### config.mk
export PLATFORM = sky130hd
export DESIGN_NAME = pipelined_addsub
export DESIGN_NICKNAME = d
export VERILOG_FILES = /design/src/rtl/pipelined_addsub.sv
export SDC_FILE = /design/constraint.sdc
export NUM_CORES = 1
export LEC_CHECK = 0
export CAP_MARGIN = 20
export CORE_MARGIN = 3
export CORE_UTILIZATION = 38
export DETAILED_ROUTE_END_ITERATION = 7
export PLACE_DENSITY = 0.7
export RECOVER_POWER = 50
export SYNTH_ARGS = -nofsm -noshare
export SYNTH_HDL_FRONTEND = slang
export SYNTH_SLANG_ARGS = --single-unit
export TNS_END_PERCENT = 100
### constraint.sdc
create_clock -name clk -period 11.3 [get_ports clk]
set_input_delay 2.26 -clock clk [delete_from_list [all_inputs] [get_ports clk]]
set_output_delay 2.26 -clock clk [all_outputs]
set_load 0.005 [all_outputs]
### src/rtl/pipelined_addsub.sv
// Pipelined add/subtract unit. Each stage resolves one SEG-bit slice of the sum and passes its carry,
// the resolved low bits and the not-yet-consumed operand slices to the next stage. Valid/ready handshake.
module pipelined_addsub #(
    parameter int WIDTH  = 32,
    parameter int STAGES = 4
) (
    input  logic             clk,
    input  logic             rst_n,
    input  logic             in_valid,
    output logic             in_ready,
    input  logic [WIDTH-1:0] a,
    input  logic [WIDTH-1:0] b,
    input  logic             cin,
    input  logic             sub,
    output logic             out_valid,
    input  logic             out_ready,
    output logic [WIDTH-1:0] sum,
    output logic             cout,
    output logic             ovf
);
    localparam int SEG = WIDTH / STAGES;

    // One pipeline slot: operands (b already conditionally inverted), partial sum and running carry.
    typedef struct packed {
        logic             vld;
        logic [WIDTH-1:0] a;
        logic [WIDTH-1:0] b;
        logic [WIDTH-1:0] s;
        logic             c;
        logic             ovf;
    } stage_t;

    stage_t st_q [STAGES];
    stage_t st_d [STAGES];
    stage_t in_st;
    logic   stall;

    assign stall    = st_q[STAGES-1].vld && !out_ready;
    assign in_ready = !stall;

    // Subtraction folds into addition here, so mode and carry-in travel as b' and the seed carry.
    always_comb begin
        in_st     = '0;
        in_st.vld = in_valid;
        in_st.a   = a;
        in_st.b   = sub ? ~b : b;
        in_st.c   = sub | cin;
    end

    for (genvar k = 0; k < STAGES; k++) begin : g_stage
        stage_t         prv;
        stage_t         nxt;
        logic [SEG:0]   seg_sum;

        if (k == 0) begin : g_first
            assign prv = in_st;
        end else begin : g_next
            assign prv = st_q[k-1];
        end

        assign seg_sum = {1'b0, prv.a[k*SEG +: SEG]} + {1'b0, prv.b[k*SEG +: SEG]}
                       + {{SEG{1'b0}}, prv.c};

        // The MSB carry-in is recovered from the sum bit; ovf is only meaningful in the last stage.
        always_comb begin
            nxt                  = prv;
            nxt.s[k*SEG +: SEG]  = seg_sum[SEG-1:0];
            nxt.c                = seg_sum[SEG];
            nxt.ovf              = seg_sum[SEG-1] ^ prv.a[WIDTH-1] ^ prv.b[WIDTH-1] ^ seg_sum[SEG];
        end

        assign st_d[k] = nxt;
    end

    always_ff @(posedge clk) begin
        if (!rst_n) begin
            for (int k = 0; k < STAGES; k++) st_q[k] <= '0;
        end else if (!stall) begin
            for (int k = 0; k < STAGES; k++) st_q[k] <= st_d[k];
        end
    end

    assign out_valid = st_q[STAGES-1].vld;
    assign sum       = st_q[STAGES-1].s;
    assign cout      = st_q[STAGES-1].c;
    assign ovf       = st_q[STAGES-1].ovf;
endmodule

==> flow_metrics.env <==
export IMPL_status="finished, violations left"
export IMPL_failed_checks="capacitance limit, slew limit"
export IMPL_ys_seq_area_share_pct=66.7
export IMPL_power_density_mw_per_mm2=148
export IMPL_postLayoutSetupSlackWorst_ns=3.56
export IMPL_required_ns=9.04
export IMPL_dpl_cell_count=958
export IMPL_route_detailed_drc=0
export IMPL_final_setup_violation_count=0
export IMPL_i_o_pin_total=106
export IMPL_grt_pass1_wl_mm=24.2
export IMPL_rr_worst_depth=2
export IMPL_synth_enable_flop_cells=185
export IMPL_design_final_nets=808
export IMPL_detail_route_antenna_nets=0
export IMPL_area_growth_pct=21.6
export IMPL_largest_register="st_q"
export IMPL_synthesis_nets=717
export IMPL_maxSlewHeadroom_pct=-196
export IMPL_post_route_period_util_pct=68.5
export IMPL_final_layout_size_suffix_gt1_share_pct=5.60
export IMPL_max_clock_freq_ghz=0.129
export IMPL_slew_violations=271
export IMPL_htree_num_levels=4
export IMPL_crit_path_cell_chain="dlygate4sd3_1 > nand2b_1 > clkdlybuf4s50_1"
export IMPL_first_global_vias=4664
export IMPL_setup_worst_path_start_class="input port"
export IMPL_ys_ff_latch=185
export IMPL_cts_max_path_buffers=2
export IMPL_ctsHoldBuffers=0
export IMPL_tritoncts_clock_tree="yes"
export IMPL_num_vias=4812
export IMPL_worst_setup_path_type="in2out"
export IMPL_avgRoutedWirePerCell_um=14.9
export IMPL_core_region_area_mm2=0.0213
export IMPL_report_final_hold_viol_count=0
export IMPL_cp_end_kind="output port"
export IMPL_antenna_violations_before_repair=1
export IMPL_cts_post_setup_buffers_inserted=0
export IMPL_maxCapViolations=2
export IMPL_gr_total_overflow=0
export IMPL_critPathMaxFanout=84
export IMPL_first_pass_iters=5
export IMPL_min_from="st_q[0][86]"
export IMPL_yosysWarningCount=0
export IMPL_top_regs="st_q (185)"
export IMPL_cellLeakagePower_nw=4.54
export IMPL_overall_die_area_mm2=0.0237
export IMPL_placement_io_buffers=105
export IMPL_initial_core_util_pct=39.1
export IMPL_worst_ir_drop_vdd_v=0.0000646
export IMPL_worstReg2RegStart="st_q[3][98]"
export IMPL_final_cell_mix="185 x edfxtp_1, 128 x and3_1, 67 x clkdlybuf4s50_1"
export IMPL_finalWirelength_mm=14.7
export IMPL_total_power_of_the_final_layout_mw=1.50
export IMPL_place_detailed_hpwl_mm=9.30
export IMPL_global_route_usage_total_pct=12.8
export IMPL_most_common_library_cell_in_the_layout_ignoring_fill_and_taps="edfxtp_1"
export IMPL_timing_rr_end="st_q[1][14]"
export IMPL_die_width_um=154
export IMPL_synthFlopType="edfxtp_1"
export IMPL_rows=53
export IMPL_postSynth_asyncResetShare_pct=0
export IMPL_path_clk_slew_ns=0.06
export IMPL_worstPathArrival_ns=5.48
export IMPL_slowest_stage="nand2b_1"
export IMPL_gp_routability_congestion=0.766
export IMPL_post_cts_resized=0
export IMPL_hold_path_class="reg2reg"
export IMPL_clk_root_buffer_cell="clkbuf_16"
export IMPL_initialDrtViolationCount=315
export IMPL_grt_setup_unrepaired="no"
export IMPL_timing_final_crit_period_ns=7.74
export IMPL_die_height_um=154
export IMPL_timing_hold_ws_ns=0.549
export IMPL_numCtsBuffers=17
export IMPL_max_slew_worst_pin_slew_ns=4.44
export IMPL_clk_latency_ns=0.42
export IMPL_reg2reg_slack_ns=7.07
export IMPL_timing_setup_tns_ns=0
export IMPL_critical_path_startpoint="out_ready"
export IMPL_vias_per_inst=4.86
export IMPL_clock_sinks=185
export IMPL_worst_slack_after_detailed_placement_ns=5.04
export IMPL_synth_distinct_cells=41
export IMPL_clock_skew_ns=0.00885
export IMPL_largest_register_ffs=185
export IMPL_grt_start_max_net_pins=186
export IMPL_post_synth_cell_area_avg_um2=13.6
export IMPL_synth_cell_area_mm2=0.00833
export IMPL_final_instance_count_excl_fill=990
export IMPL_crit_path_max_incr_delay_ns=1.86
export IMPL_endpoint_of_the_most_critical_setup_path="in_ready"
export IMPL_synthesis_instances=611
-- final cells by class --
| type | instances | area, um^2 |
|---|---|---|
| Clock inverter | 14 | 97.6 |
| Sequential cell | 185 | 5560 |
| Multi-Input combinational cell | 365 | 2550 |
| Tap cell | 275 | 344 |
| Timing Repair Buffer | 110 | 1080 |
| Clock buffer | 17 | 425 |
| Fill cell | 1864 | 11200 |
| Antenna cell | 1 | 2.50 |
| Inverter | 23 | 86.3 |
-- cell usage after synthesis (2+ instances only) --
library cell    n  area share, %
edfxtp_1      185             67
ha_1           28            4.2
a21o_1          2           0.18
o21a_1          6           0.54
nand2_1         7           0.32
nor2b_1         6           0.45
buf_1           2          0.090
fa_1            8            1.9
a211oi_1        5           0.45
o21ai_0        13           0.78
buf_2           2           0.12
and3_1        128            9.6
inv_1          23            1.0
o31a_1          6           0.63
xnor2_1        29            3.0
nor2_1         59            2.7
o211ai_1        5           0.45
a21boi_0        4           0.36
clkbuf_1       34            1.5
xor2_1         14            1.5
nand2b_1        3           0.23
nor3_1          8           0.48
or3_1           3           0.23
a21oi_1        12           0.72
a2111oi_0       3           0.32
-- report_power, final --
group	internal (mW)	switching, mW	leakage (nW)	total, mW
registers	0.810	0.0136	2.20	0.823
clock network	0.281	0.249	0.258	0.531
logic	0.0776	0.0694	2.08	0.147
total	1.17	0.332	4.54	1.50
-- worst min-delay path by stage --
| stage | endpoint | cells past startpoint |
|---|---|---|
| after floorplan | st_q[1][2] | 1 |
| after global placement | st_q[2][63] | 1 |
| after detailed placement | st_q[2][96] | 1 |
| after CTS | st_q[1][86] | 1 |
| after global routing | st_q[3][25] | 1 |
| final | st_q[1][86] | 1 |
-- per-stage QoR --
stage | utilization (%) | instance area (um^2)
global placement | 45.3 | 9630
global route | 47.6 | 10100
finish | 47.6 | 10100
floorplan | - | 8330
CTS | 47.7 | 10200
detailed placement | 45.3 | 9630
-- worst max-delay path: cells and delay by family --
family / cells / cell delay, ns
buffers and inverters: 2 / 1.36
AND/OR/NAND/NOR: 1 / 1.86
-- routing by layer --
| layer | vias to the layer above | share of wire, % | track usage [%] |
|---|---|---|---|
| li1 | 2435 | - | - |
| met5 | - | 0 | 0 |
| met2 | 103 | 44 | 18.3 |
| met1 | 2255 | 51 | 19.1 |
| met3 | 19 | 4.0 | 2.87 |
| met4 | 0 | 1.4 | 4.67 |
-- logic make-up after synthesis --
logic type,after synthesis,synth area share (%)
DFF,185,66.7
and+or+nand+nor,221,14.6
AOI/OAI and AO/OA,65,5.29
adders and majority gates,36,6.13
xor gates and xnor gates,43,4.52
buffers and inverters,61,2.78
Power figures use the tool's default switching activity.
